`config.mk`:
```
export PLATFORM = sky130hd
export DESIGN_NAME = board_io_conditioner
export DESIGN_NICKNAME = d
export VERILOG_FILES = /design/src/rtl/board_io_pkg.sv /design/src/rtl/btn_debounce.sv /design/src/rtl/board_io_conditioner.sv
export SDC_FILE = /design/constraint.sdc
export NUM_CORES = 1
export LEC_CHECK = 0
export ABC_CLOCK_PERIOD_IN_PS = 3300
export BUFFER_PORTS_ARGS = -buffer_cell sky130_fd_sc_hd__buf_2
export CORE_UTILIZATION = 35
export DETAILED_ROUTE_END_ITERATION = 10
export PLACE_DENSITY_LB_ADDON = 0.25
export SYNTH_ARGS = -nofsm -noshare
export SYNTH_HDL_FRONTEND = slang
export SYNTH_HIERARCHICAL = 1
export SYNTH_SLANG_ARGS = --single-unit
export TNS_END_PERCENT = 5
```
`constraint.sdc`:
```
create_clock -name clk -period 3.3 [get_ports clk]
set_input_delay 0 -clock clk [delete_from_list [all_inputs] [get_ports clk]]
set_output_delay 0 -clock clk [all_outputs]
set_load 0.01 [all_outputs]
```
`src/rtl/board_io_pkg.sv`:
```
// Shared types and default constants for the board input conditioner.
package board_io_pkg;

  typedef enum logic {
    HOLD = 1'b0,
    RUN  = 1'b1
  } rst_state_t;

  localparam int unsigned DEF_SYNC_STAGES     = 2;
  localparam int unsigned DEF_DEBOUNCE_CYCLES = 400000;
  localparam int unsigned DEF_RST_HOLD_CYCLES = 16;

endpackage

```
`src/rtl/btn_debounce.sv`:
```
// One button channel: synchroniser, stability counter and registered
// level / press / release outputs.
module btn_debounce
  import board_io_pkg::*;
#(
  parameter int unsigned SYNC_STAGES     = DEF_SYNC_STAGES,
  parameter int unsigned DEBOUNCE_CYCLES = DEF_DEBOUNCE_CYCLES
) (
  input  logic clk,
  input  logic rst,
  input  logic raw_i,
  output logic level_o,
  output logic press_o,
  output logic release_o
);

  localparam int unsigned CNT_W = $clog2(DEBOUNCE_CYCLES + 1);
  localparam logic [CNT_W-1:0] CNT_LAST = CNT_W'(DEBOUNCE_CYCLES - 1);

  logic [SYNC_STAGES-1:0] sync_q, sync_d;
  logic [CNT_W-1:0]       cnt_q, cnt_d;
  logic                   level_q, level_d;
  logic                   press_q, press_d;
  logic                   rel_q, rel_d;
  logic                   synced;

  assign synced = sync_q[SYNC_STAGES-1];

  // Counter restarts whenever the synced input agrees with the accepted level.
  always_comb begin
    sync_d  = {sync_q[SYNC_STAGES-2:0], raw_i};
    cnt_d   = cnt_q;
    level_d = level_q;
    press_d = 1'b0;
    rel_d   = 1'b0;
    if (synced == level_q) begin
      cnt_d = '0;
    end else if (cnt_q == CNT_LAST) begin
      cnt_d   = '0;
      level_d = ~level_q;
      press_d = ~level_q;
      rel_d   = level_q;
    end else begin
      cnt_d = cnt_q + CNT_W'(1);
    end
  end

  always_ff @(posedge clk) begin
    if (rst) begin
      sync_q  <= '0;
      cnt_q   <= '0;
      level_q <= 1'b0;
      press_q <= 1'b0;
      rel_q   <= 1'b0;
    end else begin
      sync_q  <= sync_d;
      cnt_q   <= cnt_d;
      level_q <= level_d;
      press_q <= press_d;
      rel_q   <= rel_d;
    end
  end

  assign level_o   = level_q;
  assign press_o   = press_q;
  assign release_o = rel_q;

endmodule

```
`src/rtl/board_io_conditioner.sv`:
```
// Board input front end: debounced buttons plus system reset sequencing
// from block reset, clock-wizard lock and a reset button.
module board_io_conditioner
  import board_io_pkg::*;
#(
  parameter int unsigned N_BTN           = 5,
  parameter int unsigned SYNC_STAGES     = DEF_SYNC_STAGES,
  parameter int unsigned DEBOUNCE_CYCLES = DEF_DEBOUNCE_CYCLES,
  parameter int unsigned RST_HOLD_CYCLES = DEF_RST_HOLD_CYCLES,
  parameter int unsigned BTN_RST_IDX     = 0
) (
  input  logic             clk,
  input  logic             rst,
  input  logic             locked_in,
  input  logic [N_BTN-1:0] btn_raw,
  output logic [N_BTN-1:0] btn_level,
  output logic [N_BTN-1:0] btn_press,
  output logic [N_BTN-1:0] btn_release,
  output logic             sys_rst_out
);

  localparam int unsigned HOLD_W = $clog2(RST_HOLD_CYCLES + 1);
  localparam logic [HOLD_W-1:0] HOLD_LAST = HOLD_W'(RST_HOLD_CYCLES - 1);

  rst_state_t             state_q, state_d;
  logic [HOLD_W-1:0]      hold_cnt_q, hold_cnt_d;
  logic                   sys_rst_q, sys_rst_d;
  logic [SYNC_STAGES-1:0] lock_sync_q;
  logic                   locked_synced;
  logic                   dirty;

  for (genvar g = 0; g < N_BTN; g++) begin : g_btn
    btn_debounce #(
      .SYNC_STAGES    (SYNC_STAGES),
      .DEBOUNCE_CYCLES(DEBOUNCE_CYCLES)
    ) u_btn (
      .clk      (clk),
      .rst      (rst),
      .raw_i    (btn_raw[g]),
      .level_o  (btn_level[g]),
      .press_o  (btn_press[g]),
      .release_o(btn_release[g])
    );
  end

  assign locked_synced = lock_sync_q[SYNC_STAGES-1];
  assign dirty         = rst | ~locked_synced | btn_level[BTN_RST_IDX];

  always_ff @(posedge clk) begin
    if (rst) begin
      lock_sync_q <= '0;
      state_q     <= HOLD;
      hold_cnt_q  <= '0;
      sys_rst_q   <= 1'b1;
    end else begin
      lock_sync_q <= {lock_sync_q[SYNC_STAGES-2:0], locked_in};
      state_q     <= state_d;
      hold_cnt_q  <= hold_cnt_d;
      sys_rst_q   <= sys_rst_d;
    end
  end

  // Any dirty cycle in HOLD restarts the full clean-hold period.
  always_comb begin
    state_d    = state_q;
    hold_cnt_d = hold_cnt_q;
    case (state_q)
      HOLD: begin
        if (dirty) begin
          hold_cnt_d = '0;
        end else if (hold_cnt_q == HOLD_LAST) begin
          state_d    = RUN;
          hold_cnt_d = '0;
        end else begin
          hold_cnt_d = hold_cnt_q + HOLD_W'(1);
        end
      end
      RUN: begin
        if (dirty) begin
          state_d    = HOLD;
          hold_cnt_d = '0;
        end
      end
      default: begin
        state_d    = HOLD;
        hold_cnt_d = '0;
      end
    endcase
  end

  always_comb begin
    sys_rst_d = (state_d == HOLD);
  end

  assign sys_rst_out = sys_rst_q;

endmodule
```
==> impl_results.md, run 1 <==
- Status: finished clean
- Synth Cell Area: 5692 um2
- Sequential-to-total area share from yosys stat: between 40% and 50%
- Final Max Tran Viols: 0
- CTS tree: done
- Clock sinks: 129
- Cells along the critical path: ha_1 -> and4_4 -> nand4_4 -> o21ai_2 -> nor2_1
- Crit path capture type: flop
- Post-synth top area share: 45.37%
- Total track usage: 14.63%
- Adder-cell share of the synthesized area: under 10%
- Synth async-reset ratio: 0%
- Worst-path clk slew: ~50 ps
- Final setup viols: 0
- TNS Setup: 0 ps
- Layout cell share with drive strength beyond 1: 11.94%
- Data arrival, critical path: 2120 ps
- Post-layout minimum cycle time: 1851 ps
- GRT Residual Overflow: 0
- CP Buf/Inv Count: 0
- Core ar.: 15890 um2
- Remaining DRCs: 0
- Hold Path Class: input pin to flop
- Number of gates resized after CTS: 0
- ANT nets after route: 0
- Top-count cell post-synth: dfxtp_1
- Max-Cap Viols: 0
- Reg2Reg Setup Slack: 1450 ps
- Slew of the pin with the lowest slew margin: 645.9 ps
- Compound-gate portion of the synthesized area: 3.385%
- Synthesis-to-layout area growth: 19.28%
- Final instance area: just under 7000 um2
- Maximum clock frequency: 540.3 MHz
- Top post-synthesis cells by area: dfxtp_1 (45%), xnor2_1 (8.5%), nor2_1 (7.5%)
- CTS root buf: clkbuf_16
- Largest family of logic cells by synthesized area: simple AND/OR/NAND/NOR gates
- Gpl congestion: 0.8356
- Largest fanout on the critical path: 15
- Peak supply drop: approximately 0.36 mV
- Largest net degree at the start of global routing: 36
- RSZ-0062 raised after global routing: no
- Vias in the first global route: between 4000 and 5000
- Fillers: between 1500 and 2000
- Chip height: between 100 and 150 um
- Clock Tree Buf Depth: 2
- Most frequent cells after synthesis: dfxtp_1 (129), nor2_1 (113), xnor2_1 (55)
- Number of nets in the layout: 671
- DP Area: approximately 6000 um2
- Vias: around 4400
- I/O Pins: 24
- Fraction of the mapped netlist area in simple logic gates: 34.80%
- First-pass GRT wire length: a little under 20000 um
- Post-synthesis mux area share: 0.8793%
- Most used DFF post-synth: dfxtp_1
- Routed wire length: 11280 um
- ANT cells: 0
- Register Area: 2582 um2
- DRT Pass-1 Iters: 4
- HPWL after detailed placement: 7615 um
- Worst Setup Start Kind: flop
- Final Skew: 4.774 ps
- 1st-iter DRT viols: 196
- IO buf count: 23
- CTS H-tree depth: 4
- CP top delay family: compound AO/OA/AOI/OAI gates
- Stages on worst setup path: 5
- Synthesis-stage register bit count: 129
- Worst skew pair latency: 410 ps
- Syn Nets: 633
- Worst hold path cell count: 2
- Vias per cell: 4.977
- Row cnt: 46
- Critical Path RT: 3570 ps
- Ys Warns: 6
- WHS: 102.8 ps
- Area share of xor/xnor cells in the synthesized design: 12.31%
- Synth cell types: 37
- Area of the multi-input gates: between 2000 and 3000 um2
- Slowest stage delay, CP: around 560 ps
- Post-Syn Instances: 619
- Fin. Hold Viols: 0
- Avg Cell Area, Syn: 9.195 um2
- Slew margin rel.: a little under three fifths
- Worst-case reg-to-reg path depth: 5
- Leakage: 2.226 nW
- Initial antenna violation count: 0
- Synth area leader: dfxtp_1
- Period utilization: 56.08%
- Die extent in x: between 100 and 150 um
- Die ar.: between 15000 and 20000 um2
- Post-Route Utilization: 42.74%
- Post-synth EDFFs: 0
- TritonCTS Buffers: 17
- Initial core utilization: 35.83%
- PwrDens: around 560 nW/um2
- Number of post-CTS setup repair buffers: 0
- Slowest cell on crit path: o21ai_2
- Hold buffers post-CTS: 6
- Setup CP Type: flop to flop
- Wire per inst: roughly 13 um
==> where the power goes <==
part           switching [mW]  internal [mW]
Clock                   0.665           1.55
Combinational          0.0228         0.0185
Sequential            0.00458           1.57
==> state kept, by name (all words and copies together), names as in the netlist <==
name / flops
g_btn.u_btn/cnt_q: 95
g_btn.u_btn/level_o: 5
g_btn.u_btn/press_o: 5
g_btn.u_btn/release_o: 5
g_btn.u_btn/sync_q: 10
hold_cnt_q: 5
lock_sync_q: 2
state_q: 1
sys_rst_out: 1
==> routing by layer <==
| metal | up-vias | global-route usage [%] | part of all wire, % |
|---|---|---|---|
| li1 | 2275 | - | - |
| met4 | 0 | 5.814 | 0.96 |
| met5 | - | 0 | 0 |
| met2 | 74 | 23.31 | 46 |
| met1 | 2053 | 18.33 | 49 |
| met3 | 8 | 4.666 | 4.2 |
==> final timing paths <==
path,end,startpoint
max,g_btn[2].u_btn/cnt_q[5],g_btn[2].u_btn/cnt_q[0]
min,g_btn[0].u_btn/sync_q[1],rst
max reg2reg,g_btn[2].u_btn/cnt_q[5],g_btn[2].u_btn/cnt_q[0]
min reg2reg,g_btn[0].u_btn/sync_q[1],g_btn[0].u_btn/sync_q[0]
==> cells in the final DEF (no fill, tap or decap), drive strengths merged, types with 16 or more instances in the layout <==
cell type,count
dfxtp,129
nor2,113
xnor2,55
nor3,35
nand4,35
nand3,31
nor4,30
nand2,26
xor2,25
buf,23
clkbuf,22
nor2b,20
o21ai,17
inv,16
==> metrics by stage <==
stage               setup WS (ps)  power (mW)  instances
detailed placement           1436       1.642        848
floorplan                    1731       1.626        619
CTS                          1423       3.882        886
global placement             1470       1.641        848
global route                 1265       3.970        886
finish                       1449       3.829        886
==> kinds of logic (layout without fill, tap and decap cells) <==
family / Yosys count / count (layout)
and+or+nand+nor: 346 / 346
buffers and inverters: 26 / 77
adders and majority gates: 6 / 6
muxes: 5 / 5
AOI/OAI and AO/OA: 27 / 27
xor gates and xnor gates: 80 / 80
DFF: 129 / 129
==> cell type report <==
type                       instances  share of cell area (%)
multi-input combinational        464                   44.18
sequential                       129                   38.04
clock buffer                      22                   6.985
tap                              216                   3.981
clock inverter                    10                   3.354
timing repair buffer              29                   2.580
inverter                          16                  0.8846
Power figures use the tool's default switching activity.
==> run 2: changes to the inputs <==
--- a/config.mk
+++ b/config.mk
@@ -5,7 +5,8 @@
 export SDC_FILE = /design/constraint.sdc
 export NUM_CORES = 1
 export LEC_CHECK = 0
-export ABC_CLOCK_PERIOD_IN_PS = 3300
+export ABC_AREA = 1
+export ABC_CLOCK_PERIOD_IN_PS = 1850
 export BUFFER_PORTS_ARGS = -buffer_cell sky130_fd_sc_hd__buf_2
 export CORE_UTILIZATION = 35
 export DETAILED_ROUTE_END_ITERATION = 10
==> constraint.sdc (replaced) <==
create_clock -name clk -period 1.85 [get_ports clk]
set_input_delay 0 -clock clk [delete_from_list [all_inputs] [get_ports clk]]
set_output_delay 0 -clock clk [all_outputs]
set_load 0.01 [all_outputs]
==> impl_results.md, run 2 <==
- Status: finished clean
- Critical Path RT: 2140 ps (-1430 ps)
- Row cnt: 49 (+6.5%)
- Synth cell types: 24 (-35%)
- Wire per inst: 10.17 um (-20%)
- Clock sinks: 129 (unchanged)
- I/O Pins: 24 (unchanged)
- Gate power share: 1.7% (+0.6 points)
- Slew margin rel.: 67.64% (+11 points)
- Worst Hold Launch: locked_in
- Max-Cap Viols: 0 (unchanged)
- Largest regs: g_btn.u_btn/cnt_q x95, g_btn.u_btn/sync_q x10
- CTS tree: done
- Number of nets in the layout: 941 (+40%)
- Final Skew: 6.598 ps (+1.824 ps)
- Switch share: 19.38% (+1.3 points)
- PwrDens: 837.2 nW/um2 (+48%)
- TNS Setup: 0 ps (unchanged)
- Chip height: 139.0 um (+7.3%)
- Largest family of logic cells by synthesized area: simple AND/OR/NAND/NOR gates
- GR met2 Demand/Resource: 22.25% (-1.1 points)
- Setup CP Type: flop to flop
- Post-layout minimum cycle time: 1649 ps (-201.4 ps)
- Die ar.: 19320 um2 (+15%)
- ANT nets after route: 0 (unchanged)
- Flop pwr share: 44.2% (+3.2 points)
- Syn Nets: 893 (+41%)
- Largest net degree at the start of global routing: 19 (-47%)
- Post-synth EDFFs: 0 (unchanged)
- Adder-cell share of the synthesized area: 1.143% (-0.18 points)
- First-pass GRT wire length: 21470 um (+10%)
- Pint: 5.113 mW (+63%)
- Synth async-reset ratio: 0% (unchanged)
- Worst-case reg-to-reg path depth: 8 (+3)
- Core ar.: 18150 um2 (+14%)
- Final Max Tran Viols: 0 (unchanged)
- Synthesis-to-layout area growth: 15.34%
- Initial core utilization: 36.19% (+0.36 points)
- CTS root buf: clkbuf_16
- Die extent in x: 139.0 um (+7.3%)
- Fin. Hold Viols: 0 (unchanged)
- Vias in the first global route: 4900 (+16%)
- Global routing met3 resource utilization: 3.108% (-1.6 points)
- Crit-path most repeated cell: nor2_4
- Data arrival, critical path: 1940 ps (-180 ps)
- Clock Tree Buf Depth: 2 (unchanged)
- WHS Endpoint: lock_sync_q[0]
- Top reg by flops: g_btn.u_btn/cnt_q
- Ys Warns: 6 (unchanged)
- Worst Setup Start Kind: flop
- Number of post-CTS setup repair buffers: 0 (unchanged)
- GRT Residual Overflow: 0 (unchanged)
- Clk network pwr share: 54.1% (-3.8 points)
- CTS H-tree depth: 4 (unchanged)
- Gpl congestion: 0.8425 (+0.83%)
- Most common cell after layout, fill and taps aside: nand2_1
- Number of gates resized after CTS: 0 (unchanged)
- Remaining DRCs: 0 (unchanged)
- Worst-path clk slew: 50 ps (about the same)
- Largest fanout on the critical path: 13 (-2)
- Most frequent cells after synthesis: nand2_1 (190), nor2_1 (171), dfxtp_1 (129)
- TritonCTS Buffers: 17 (unchanged)
- RSZ-0062 raised after global routing: no
- Area share of xor/xnor cells in the synthesized design: 6.668% (-5.6 points)
- Cells along the critical path: ha_1 -> nand2_2 -> nor2_4 -> nand3_2 -> nor2_4 -> nor2_4 -> inv_4 -> nor2_1
- Commonest cells after routing, fill and taps aside: nand2_1 (190), nor2_1 (171), dfxtp_1 (129)
- R2R Path Start: g_btn[0].u_btn/cnt_q[0]
- 1st-iter DRT viols: 191 (-2.6%)
- Vias: 5064 (+15%)
- Final setup viols: 0 (unchanged)
- Total track usage: 13.67% (-0.95 points)
- Compound-gate portion of the synthesized area: 2.877% (-0.51 points)
- Met1 usage: 16.89% (-1.4 points)
- Post-synth top area share: 39.32% (-6.1 points)
- Worst hold path cell count: 4 (+2)
- Top post-synthesis cells by area: dfxtp_1 (39%), nor2_4 (11%), nand2_1 (11%)
- Synth area leader: dfxtp_1
- Global route hottest layer: met2
- NetSw: 1.229 mW (+77%)
- WHS: 320.4 ps (+217.6 ps)
- Slowest cell on crit path: dfxtp_1
- Top-count cell post-synth: nand2_1
- Worst skew pair latency: 420 ps (about the same)
- Crit path capture type: flop
- IO buf count: 23 (unchanged)
- Maximum clock frequency: 606.3 MHz (+12%)
- Avg Cell Area, Syn: 7.472 um2 (-19%)
- Slowest stage delay, CP: 410 ps (-150 ps)
- Post-Syn Instances: 879 (+42%)
- Routed wire length: 11870 um (+5.2%)
- Reg2Reg Setup Slack: 200 ps (-1250 ps)
- DRT Pass-1 Iters: 7 (+3)
- Most used DFF post-synth: dfxtp_1
- HPWL after detailed placement: 8654 um (+14%)
- Fillers: 1872 (+17%)
- Period utilization: 89.15% (+33 points)
- Synthesis-stage register bit count: 129 (unchanged)
- Slew of the pin with the lowest slew margin: 485.3 ps (-160.5 ps)
- Initial antenna violation count: 0 (unchanged)
- Leakage: 2.773 nW (+25%)
- Hold buffers post-CTS: 7 (+1)
- Hold Path Class: input pin to flop
- Post-synthesis mux area share: 0% (-0.88 points)
- Sequential-to-total area share from yosys stat: 39.32% (-6.1 points)
- Synth Cell Area: 6568 um2 (+15%)
- Max reg flops: 95 (unchanged)
- Layout cell share with drive strength beyond 1: 16.52% (+4.6 points)
- Vias per cell: 4.339 (-13%)
- Peak supply drop: 0.6590 mV (+85%)
- Fraction of the mapped netlist area in simple logic gates: 41.07% (+6.3 points)
- Worst reg2reg path endpoint: g_btn[0].u_btn/cnt_q[11]
- ANT cells: 0 (unchanged)
-- run 2: cell types whose count changed after synthesis, sizes merged, moves of 24 or more --
| cell | previous run | this run |
|---|---|---|
| inv | 16 | 126 |
| nand2 | 26 | 196 |
| nand3 | 31 | 55 |
| nor2 | 113 | 242 |
| nor4 | 30 | 0 |
| xnor2 | 55 | 20 |
-- run 2: how the worst max path moves through the flow --
| stage | start | to | slack, ps | cells past startpoint |
|---|---|---|---|---|
| 2_1_floorplan | g_btn[0].u_btn/cnt_q[0] | g_btn[0].u_btn/cnt_q[5] | 370 | 9 |
| 3_3_place_gp | g_btn[0].u_btn/cnt_q[0] | g_btn[0].u_btn/cnt_q[14] | 230 | 8 |
| 3_5_place_dp | g_btn[0].u_btn/cnt_q[0] | g_btn[0].u_btn/cnt_q[11] | 190 | 8 |
| 4_1_cts | g_btn[0].u_btn/cnt_q[0] | g_btn[0].u_btn/cnt_q[11] | 180 | 8 |
| 5_1_grt | g_btn[0].u_btn/cnt_q[0] | g_btn[0].u_btn/cnt_q[11] | 70 | 8 |
| 6_report | g_btn[0].u_btn/cnt_q[0] | g_btn[0].u_btn/cnt_q[11] | 200 | 8 |
-- run 2: layer usage --
| metal | part of all wire, % | vias up |
|---|---|---|
| met5 | 0 | - |
| met2 | 44 | 48 |
| met1 | 51 | 2217 |
| met4 | 2.2 | 0 |
| li1 | - | 2778 |
| met3 | 2.6 | 21 |
-- run 2: critical path, delay by kind of cell (launching register included) --
kind                       cells  cell delay [ps]
and+or+nand+nor                6              590
adders and majority gates      1              250
buffers and inverters          1              250
DFF                            1              410
-- run 2: cell type report --
type	count	area [um2]	area share [%]
Clock buffer	25	505.5	6.673
Clock inverter	5	100.1	1.321
Multi-Input combinational cell	619	3400	44.88
Tap cell	229	286.5	3.783
Timing Repair Buffer	34	215.2	2.841
Inverter	126	485.5	6.409
Sequential cell	129	2582	34.09
-- run 2: metrics by stage --
step / power, mW / instance area (um2) / utilization (%) / setup slack [ps] / std cells
global placement: 2.960 / 6899 / 38.02 / 232.7 / 1130
global route: 6.567 / 7575 / 41.74 / 74.81 / 1167
finish: 6.341 / 7575 / 41.74 / 200.7 / 1167
CTS: 6.441 / 7575 / 41.74 / 180.5 / 1167
floorplan: 2.941 / 6568 / - / 372.0 / 879
detailed placement: 2.961 / 6899 / 38.02 / 189.5 / 1130
-- run 2: power by group through the flow --
stage,Sequential (mW),Combinational (mW),Clock (mW)
floorplan,2.86,0.0766,0
global placement,2.86,0.0956,0
detailed placement,2.86,0.0959,0
CTS,2.80,0.107,3.53
global route,2.81,0.120,3.64
finish,2.81,0.106,3.43
-- run 2: cell families (layout without fill, tap and decap cells) --
logic type | count (synthesis) | in the layout
AND/OR/NAND/NOR | 530 | 530
buffers and inverters | 131 | 190
flip-flops | 129 | 129
XOR/XNOR | 50 | 50
AO/OA/AOI/OAI | 33 | 33
adder cells (fa/ha/maj) | 6 | 6
